--- config.mk ---
export PLATFORM = sky130hd
export DESIGN_NAME = c7b_lsu_wbuf
export DESIGN_NICKNAME = d
export VERILOG_FILES = /design/src/rtl/c7b_lsu_wbuf_pkg.sv /design/src/rtl/c7b_wbuf_fifo.sv /design/src/rtl/c7b_lsu_wbuf.sv
export SDC_FILE = /design/constraint.sdc
export NUM_CORES = 1
export LEC_CHECK = 0
export ABC_CLOCK_PERIOD_IN_PS = 3900
export BUFFER_PORTS_ARGS = -buffer_cell sky130_fd_sc_hd__clkbuf_2
export CAP_MARGIN = 20
export CORE_MARGIN = 3
export CORE_UTILIZATION = 52
export CTS_CLUSTER_SIZE = 28
export DETAILED_ROUTE_END_ITERATION = 7
export HOLD_SLACK_MARGIN = 0.03
export PLACE_DENSITY = 0.87
export REMOVE_ABC_BUFFERS = 1
export SLEW_MARGIN = 20
export SYNTH_ARGS = -nofsm -noshare
export SYNTH_HDL_FRONTEND = slang
export SYNTH_HIERARCHICAL = 1
export SYNTH_SLANG_ARGS = --single-unit
export TNS_END_PERCENT = 30
--- constraint.sdc ---
create_clock -name clk -period 3.9 [get_ports clk]
set_clock_uncertainty 0.1 [all_clocks]
set_input_delay 0.195 -clock clk [delete_from_list [all_inputs] [get_ports clk]]
set_output_delay 0.195 -clock clk [all_outputs]
set_load 0.01 [all_outputs]
--- src/rtl/c7b_lsu_wbuf_pkg.sv ---
// rtl/c7b_lsu_wbuf_pkg.sv - shared drain-FSM state encodings and entry width for the LSU store buffer
package c7b_lsu_wbuf_pkg;

  typedef enum logic [1:0] {
    WBUF_IDLE   = 2'd0,
    WBUF_ISSUE  = 2'd1,
    WBUF_WAIT_B = 2'd2
  } wbuf_state_e;

  // One buffered store is {addr, data, strb}.
  function automatic int entry_width(input int aw, input int dw);
    return aw + dw + dw / 8;
  endfunction

endpackage

--- src/rtl/c7b_wbuf_fifo.sv ---
// rtl/c7b_wbuf_fifo.sv - in-order store storage with per-entry valid bits and line-address bus
module c7b_wbuf_fifo
  import c7b_lsu_wbuf_pkg::*;
#(
  parameter int DEPTH = 4,
  parameter int AW    = 32,
  parameter int DW    = 64
) (
  input  logic                       clk,
  input  logic                       reset,
  input  logic                       push,
  input  logic [AW-1:0]              push_addr,
  input  logic [DW-1:0]              push_data,
  input  logic [DW/8-1:0]            push_strb,
  input  logic                       pop,
  output logic [$clog2(DEPTH):0]     count,
  output logic [DEPTH-1:0]           valid,
  output logic [DEPTH*(AW-3)-1:0]    line_bus,
  output logic [AW-1:0]              head_addr,
  output logic [DW-1:0]              head_data,
  output logic [DW/8-1:0]            head_strb
);

  localparam int PW = $clog2(DEPTH);
  localparam int EW = entry_width(AW, DW);
  localparam int LW = AW - 3;

  logic [EW-1:0]    mem [DEPTH];
  logic [PW-1:0]    rptr;
  logic [PW-1:0]    wptr;
  logic [DEPTH-1:0] valid_d;

  always_comb begin
    valid_d = valid;
    if (push) valid_d[wptr] = 1'b1;
    if (pop)  valid_d[rptr] = 1'b0;
  end

  always_ff @(posedge clk or posedge reset) begin
    if (reset) begin
      rptr  <= '0;
      wptr  <= '0;
      count <= '0;
      valid <= '0;
    end else begin
      valid <= valid_d;
      if (push) wptr <= wptr + 1'b1;
      if (pop)  rptr <= rptr + 1'b1;
      case ({push, pop})
        2'b10:   count <= count + 1'b1;
        2'b01:   count <= count - 1'b1;
        default: count <= count;
      endcase
    end
  end

  // Payload needs no reset; valid bits guard every read of it.
  always_ff @(posedge clk) begin
    if (push) mem[wptr] <= {push_addr, push_data, push_strb};
  end

  assign {head_addr, head_data, head_strb} = mem[rptr];

  for (genvar i = 0; i < DEPTH; i++) begin : g_line
    assign line_bus[i*LW +: LW] = mem[i][EW-1 -: LW];
  end

endmodule

--- src/rtl/c7b_lsu_wbuf.sv ---
// rtl/c7b_lsu_wbuf.sv - posted store buffer draining single-beat AXI writes from LSU to BIU
module c7b_lsu_wbuf
  import c7b_lsu_wbuf_pkg::*;
#(
  parameter int DEPTH = 4,
  parameter int AW    = 32,
  parameter int DW    = 64
) (
  input  logic            clk,
  input  logic            reset,
  input  logic            lsu_wbuf_wr_req,
  input  logic [AW-1:0]   lsu_wbuf_wr_addr,
  input  logic [DW-1:0]   lsu_wbuf_wr_data,
  input  logic [DW/8-1:0] lsu_wbuf_wr_strb,
  output logic            wbuf_lsu_wr_ack,
  input  logic [AW-1:0]   lsu_wbuf_rd_addr,
  output logic            wbuf_lsu_rd_hazard,
  output logic            wbuf_lsu_empty,
  output logic            wbuf_biu_wr_aw_req,
  output logic [AW-1:0]   wbuf_biu_wr_addr,
  output logic            wbuf_biu_wr_w_req,
  output logic [DW-1:0]   wbuf_biu_wr_data,
  output logic [DW/8-1:0] wbuf_biu_wr_strb,
  output logic            wbuf_biu_wr_last,
  input  logic            biu_wbuf_wr_aw_ack,
  input  logic            biu_wbuf_wr_w_ack,
  input  logic            biu_wbuf_write_done
);

  localparam int CW = $clog2(DEPTH) + 1;
  localparam int LW = AW - 3;

  wbuf_state_e          state, state_d;
  logic                 aw_pend, aw_pend_d;
  logic                 w_pend, w_pend_d;
  logic                 pop;
  logic [CW-1:0]        count;
  logic [DEPTH-1:0]     valid;
  logic [DEPTH*LW-1:0]  line_bus;
  logic                 unused_rd_lsb;

  assign wbuf_lsu_wr_ack  = lsu_wbuf_wr_req && (count < CW'(DEPTH));
  assign wbuf_lsu_empty   = (count == '0);
  assign wbuf_biu_wr_last = 1'b1;
  assign unused_rd_lsb    = ^lsu_wbuf_rd_addr[2:0];

  c7b_wbuf_fifo #(.DEPTH(DEPTH), .AW(AW), .DW(DW)) u_fifo (
    .clk       (clk),
    .reset     (reset),
    .push      (wbuf_lsu_wr_ack),
    .push_addr (lsu_wbuf_wr_addr),
    .push_data (lsu_wbuf_wr_data),
    .push_strb (lsu_wbuf_wr_strb),
    .pop       (pop),
    .count     (count),
    .valid     (valid),
    .line_bus  (line_bus),
    .head_addr (wbuf_biu_wr_addr),
    .head_data (wbuf_biu_wr_data),
    .head_strb (wbuf_biu_wr_strb)
  );

  always_ff @(posedge clk or posedge reset) begin
    if (reset) begin
      state   <= WBUF_IDLE;
      aw_pend <= 1'b0;
      w_pend  <= 1'b0;
    end else begin
      state   <= state_d;
      aw_pend <= aw_pend_d;
      w_pend  <= w_pend_d;
    end
  end

  always_comb begin
    state_d            = state;
    aw_pend_d          = aw_pend;
    w_pend_d           = w_pend;
    wbuf_biu_wr_aw_req = 1'b0;
    wbuf_biu_wr_w_req  = 1'b0;
    pop                = 1'b0;
    case (state)
      WBUF_IDLE: begin
        if (count != '0) begin
          state_d   = WBUF_ISSUE;
          aw_pend_d = 1'b1;
          w_pend_d  = 1'b1;
        end
      end
      WBUF_ISSUE: begin
        // AW and W complete independently; B is awaited only once both are gone.
        wbuf_biu_wr_aw_req = aw_pend;
        wbuf_biu_wr_w_req  = w_pend;
        aw_pend_d          = aw_pend && !biu_wbuf_wr_aw_ack;
        w_pend_d           = w_pend && !biu_wbuf_wr_w_ack;
        if (!aw_pend_d && !w_pend_d) state_d = WBUF_WAIT_B;
      end
      WBUF_WAIT_B: begin
        if (biu_wbuf_write_done) begin
          pop     = 1'b1;
          state_d = WBUF_IDLE;
        end
      end
      default: state_d = WBUF_IDLE;
    endcase
  end

  // The head stays visible to loads until its B response pops it.
  always_comb begin
    wbuf_lsu_rd_hazard = 1'b0;
    for (int i = 0; i < DEPTH; i++) begin
      if (valid[i] && (line_bus[i*LW +: LW] == lsu_wbuf_rd_addr[AW-1:3]))
        wbuf_lsu_rd_hazard = 1'b1;
    end
  end

  a_done_only_in_wait_b: assert property (@(posedge clk) disable iff (reset)
    biu_wbuf_write_done |-> (state == WBUF_WAIT_B));

endmodule

======== Yosys cells after proc, flatten, opt, wreduce, memory -nomap -nowiden ========
Memories as Yosys holds them, arrays and structs flattened.
Index checks and enable logic that the tools add are counted.
storage, ports and cells
  RAM bits ................................ 416
  input bits .............................. 142
  register bits after elaboration ......... 15
  memories kept ........................... 1
  output and inout port bits .............. 110
memories
  memory      depth  width  read ports  clocked after Yosys merged registers in  wr ports  RTL line             source
  u_fifo.mem  4      104    5           0                                        1         c7b_wbuf_fifo.sv:28  logic [EW-1:0] mem [DEPTH];
operators by class
  muxes and demuxes ....................... 24
  bitwise logic cells ..................... 3
  order comparisons ....................... 5
  reductions and logical operators ........ 21
  equality and inequality tests ........... 11
  $add $sub $neg .......................... 4
operator list
  cell                                                                                  count
  29-bit equality test                                                                  4
  1-bit 2-to-1 mux                                                                      13
  1-bit logical AND                                                                     10
  4-bit 2-to-1 mux                                                                      2
  2-bit by 3-bit less-than comparator with 1-bit output (second input constant)         2
  2-bit 2-to-1 mux                                                                      3
  2-bit inequality test (second input constant)                                         3
  2-bit case mux with 3 select lines                                                    1
  3-bit case mux with 2 select lines                                                    1
  2-bit by 1-bit adder with 2-bit output (second input constant)                        2
  4-bit AND                                                                             1
  1-bit demux with 2-bit select                                                         2
  2-bit by 1-bit equality test with 1-bit output (second input constant)                2
  2-bit equality test (second input constant)                                           2
  2-bit by 1-bit greater-or-equal comparator with 1-bit output (second input constant)  2
  1-bit zero test                                                                       4
  4-bit inverter                                                                        1
  4-bit OR                                                                              1
  1-bit case mux with 2 select lines                                                    2
  2-bit nonzero test                                                                    2
  3-bit by 1-bit adder with 3-bit output (second input constant)                        1
  3-bit zero test                                                                       1
  3-bit less-than comparator (second input constant)                                    1
  3-bit AND reduction                                                                   1
  4 further kinds                                                                       4

======== Logic depth before layout (Yosys ltp) ========
  word-level depth ........................ 8
  depth in mapped cells ................... 7
  gate-level depth less buffers ........... 7

======== Cells and area by module ========
The synthesis kept the hierarchy.
by module, submodules not included
  module         cells an instance  area an instance (µm²)  instances  sequential area each (µm²)
  c7b_wbuf_fifo  707                16,434.5                1          12,767.2
  c7b_lsu_wbuf   186                1,502.7                 1          100.1

======== Worst setup path after synthesis ========
OpenSTA, ideal clock, no wires.
  kind .................................... register to register
  start point ............................. register u_fifo.count[2]
  end point ............................... memory u_fifo/mem[0][0] in the netlist's numbering, enable pin
  library setup time ...................... 475 ps
  path slack .............................. -11 ps
  cell stages (with the launch flop) ...... 3
  path buffers ............................ 0
  arrival time ............................ 3,336 ps
  data required time ...................... 3,325 ps
  clock period less this slack ............ 3,911 ps
  cells stage by stage .................... dfrtp_1 nor2b_1 and2_1
on the way
  cells in the longest elaborated chain, start to end .. 4
RTL lines
  what                                    RTL line             source
  start: declaration                      c7b_wbuf_fifo.sv:16  output logic [$clog2(DEPTH):0] count,
  start signal: assignment                c7b_wbuf_fifo.sv:50  2'b10: count <= count + 1'b1;
  start signal: assignment                c7b_wbuf_fifo.sv:51  2'b01: count <= count - 1'b1;
  start signal: assignment                c7b_wbuf_fifo.sv:52  default: count <= count;
  3-bit less-than comparator              c7b_lsu_wbuf.sv:42   assign wbuf_lsu_wr_ack = lsu_wbuf_wr_req && (count < CW'(DEPTH));
  1-bit logical AND                       c7b_lsu_wbuf.sv:42
  net wbuf_lsu_wr_ack                     c7b_lsu_wbuf.sv:15   output logic wbuf_lsu_wr_ack,
  1-bit 2-to-1 mux                        c7b_wbuf_fifo.sv:59  if (push) mem[wptr] <= {push_addr, push_data, push_strb};
  1-bit 2-to-1 mux (implied by the code)  c7b_wbuf_fifo.sv:59
  end: declaration                        c7b_wbuf_fifo.sv:28
The timed path passes the listed nets, and every way through them passes these cells.

======== Worst setup path in the final report ========
  start point ............................. register u_fifo.rptr[0]
  end point ............................... output wbuf_biu_wr_data[30]
on the way
  cells in the longest elaborated chain, start to end .. 1
RTL lines
  what                      RTL line             source
  start: declaration        c7b_wbuf_fifo.sv:29  logic [PW-1:0] rptr;
  start signal: assignment  c7b_wbuf_fifo.sv:48  if (pop) rptr <= rptr + 1'b1;
  memory read 4 x 104 bit   -
  end: declaration          c7b_lsu_wbuf.sv:22   output logic [DW-1:0] wbuf_biu_wr_data,
No other way between the ends.

==> results.md <==
| Item | This run |
|:---|:---|
| Result of the run | finished, final reports clean |
| Placer congestion estimate | 0.832 |
| Relative slew slack | 0.467 |
| Number of global-route vias before repair | 9875 |
| Initial antenna violation count | 3 |
| CP Data Arrival Time | 2640 ps |
| Area growth from synthesis to layout | 19.5% |
| Post-Route Setup TNS | 0 ps |
| Sequential area share after synthesis | 0.717 |
| Endpoints failing setup | 0 |
| Die boundary width | 192 microns |
| Clock input transition at the sequential cells of the worst setup and hold paths | 60 ps |
| Number of maximum-capacitance violations | 0 |
| Number of warning messages in the yosys log | 6 |
| FF+latch count, synth | 431 |
| Fin crit period | 2940 ps |
| CTS tree | built |
| I/O pin count | 252 |
| Per-cell routed wire length | 23.8 microns |
| Fmax | 0.340 GHz |
| Hold Path Stages | 4 |
| # clock sinks | 431 |
| Instance area after placement | 18900 sq um |
| Largest voltage drop on the vdd net | 441 uV |
| Maximum level of the CTS H-tree | 2 |
| Number of buffers on the longest clock path | 3 |
| Worst min path class | input port to flip-flop |
| Remaining global-route overflow | 0 |
| Worst Setup End Kind | primary output |
| Slew Viols, Final | 0 |
| Area of all placed cells without fillers | 21400 sq um |
| Count of different cell masters after synthesis | 33 |
| Final setup slack of the worst path | 962 ps |
| Final Core Density | 0.634 |
| Syn Inst Count | 893 |
| Launching element type of the critical path | flip-flop |
| Antenna violation net count after detailed routing | 0 |
| Total detailed-routing wirelength | 39300 microns |
| Pin count of the biggest net entering global routing | 55 |
| Fraction of final layout cells sized beyond drive strength 1 | 0.366 |
| First-pass GRT wire length | 59600 microns |
| Effective utilization at floorplan | 0.531 |
| Via count normalized by instance count | 5.51 |
| Overall fraction of global-route tracks in use | 0.217 |
| Total number of vias | 9111 |
| Port-buffer cells | 247 |
| Total iterations of the first detailed-routing run | 8 |
| Total leakage power | 7.55 nW |
| Number of enable flip-flop cells after synthesis | 416 |
| Count of cells along the worst register-to-register path | 3 |
| DIE AREA | 36800 sq um |
| Core Box Area | 33800 sq um |
| Worst-Margin Slew | 800 ps |
| Areal power density over the cells | 676 nW/um^2 |
| Critical path peak fanout | 35 |
| Latest clock arrival within the worst-skew pair | 530 ps |
| Post-route clock period utilization | 0.753 |
| Synthesized area per cell | 20.1 sq um |
| Setup slack, reg-to-reg | 1380 ps |
| DP Wirelength | 24600 microns |
| Height of the die | 192 microns |
| Count of nets after finishing | 1321 |
| Post-Synthesis Cell Area | 17900 sq um |
| DRT iter0 DRCs | 683 |
| Number of buffers inserted during clock tree synthesis | 44 |
| Number of hold violations in the final report | 0 |
| # DRC | 0 |
| Most frequently used flop master after synthesis | edfxtp_1 |
| Fraction of registers with async set/reset | 0.0348 |
| Clock Tree Root | clkbuf_16 |
| Category of the most critical setup path | flip-flop to primary output |
| Pre-CTS setup slack | 1350 ps |
| RSZ-0062 raised after global routing | no |
| Number of placement rows | 67 |
| CP required | 3610 ps |
| Count of instances resized after the clock tree is built | 0 |
[final cells by class]
type | instances | area (sq um)
antenna | 3 | 7.51
multi-input combinational | 310 | 4000
clock inverter | 28 | 226
sequential | 431 | 12900
inverter | 10 | 37.5
tap | 448 | 561
clock buffer | 52 | 1170
fill | 2230 | 12400
timing repair buffer | 372 | 2550
[per-stage QoR]
step / total power, W / hold WS (ps) / instances
after global routing: 0.0152 / 79.0 / 1654
after detailed placement: 0.0104 / -24.9 / 1461
after global placement: 0.0103 / -25.9 / 1461
after CTS: 0.0146 / 48.5 / 1651
after floorplan: 0.00895 / -139 / 751
final: 0.0145 / 85.1 / 1654
[Yosys cell counts, types with 5 or more instances]
master / number / area, sq um
edfxtp_1: 416 / 12500
buf_4: 118 / 886
mux4_2: 104 / 2340
xor2_1: 83 / 727
xnor2_1: 38 / 333
nor4_1: 24 / 150
dfrtp_1: 15 / 375
buf_2: 13 / 65.1
nand4_1: 11 / 68.8
inv_1: 10 / 37.5
ha_1: 9 / 113
nor2_1: 6 / 22.5
buf_6: 5 / 56.3
nand3_1: 5 / 25.0
[repair_timing]
item	4_1_cts	5_1_grt
hold buffers	110	0
hold endpoints to repair	438	0
buffers inserted	0	0
[power by group]
group	leakage [nW]	total [W]	switching, W	internal, W
registers	3.95	0.00635	0.000492	0.00585
clock network	0.685	0.00404	0.00169	0.00235
logic	2.92	0.00411	0.00215	0.00196
total	7.55	0.0145	0.00432	0.0102
[metal layers]
layer  vias up  global-route usage  wire length (microns)
li1       3979                   -                      -
met1      4617               0.289                  15200
met2       449               0.356                  19600
met3        66              0.0590                   3540
met4         0              0.0644                    979
met5         -                   0                      0
[cell families after synthesis]
kind of cell,count (synthesis),share of synthesized area
adder cells (fa/ha/maj),10,0.00739
other,1,0.000209
flip-flops,431,0.717
XOR/XNOR,121,0.0591
multiplexers,105,0.131
AND/OR/NAND/NOR,61,0.0202
AO/OA/AOI/OAI,12,0.00446
buffers and inverters,152,0.0601
[cells in the final DEF, fill, tap and decap left out, types with 8 or more instances in the layout]
cell type / count
ha_1: 9
clkbuf_2: 247
nor4_1: 24
inv_1: 10
xor2_1: 83
clkbuf_16: 45
nand4_1: 11
mux4_2: 104
clkinv_1: 9
clkinv_2: 9
edfxtp_1: 416
dlygate4sd3_1: 110
xnor2_1: 38
buf_12: 8
dfrtp_1: 13
[worst max-delay path, stage by stage (launching register included)]
cell      delay, ps
dfrtp_4         900
buf_4           450
mux4_2          560
clkbuf_2        160
[worst paths after layout]
kind / from / endpoint
max: u_fifo/rptr[0] / wbuf_biu_wr_data[30]
min: lsu_wbuf_wr_req / u_fifo/wptr[1]
max reg2reg: u_fifo/count[2] / u_fifo/mem[2][12]
min reg2reg: u_fifo/count[2] / u_fifo/count[2]
max in group asynchronous: reset / aw_pend
min in group asynchronous: reset / u_fifo/rptr[1]
[flip-flops by register name, indices dropped and copies added (netlist names)]
name and flops:
u_fifo/mem 416, u_fifo/valid 4, u_fifo/count 3, state 2, u_fifo/rptr 2, u_fifo/wptr 2, aw_pend 1, w_pend 1
Note: power is estimated with default switching activity, not from simulation.
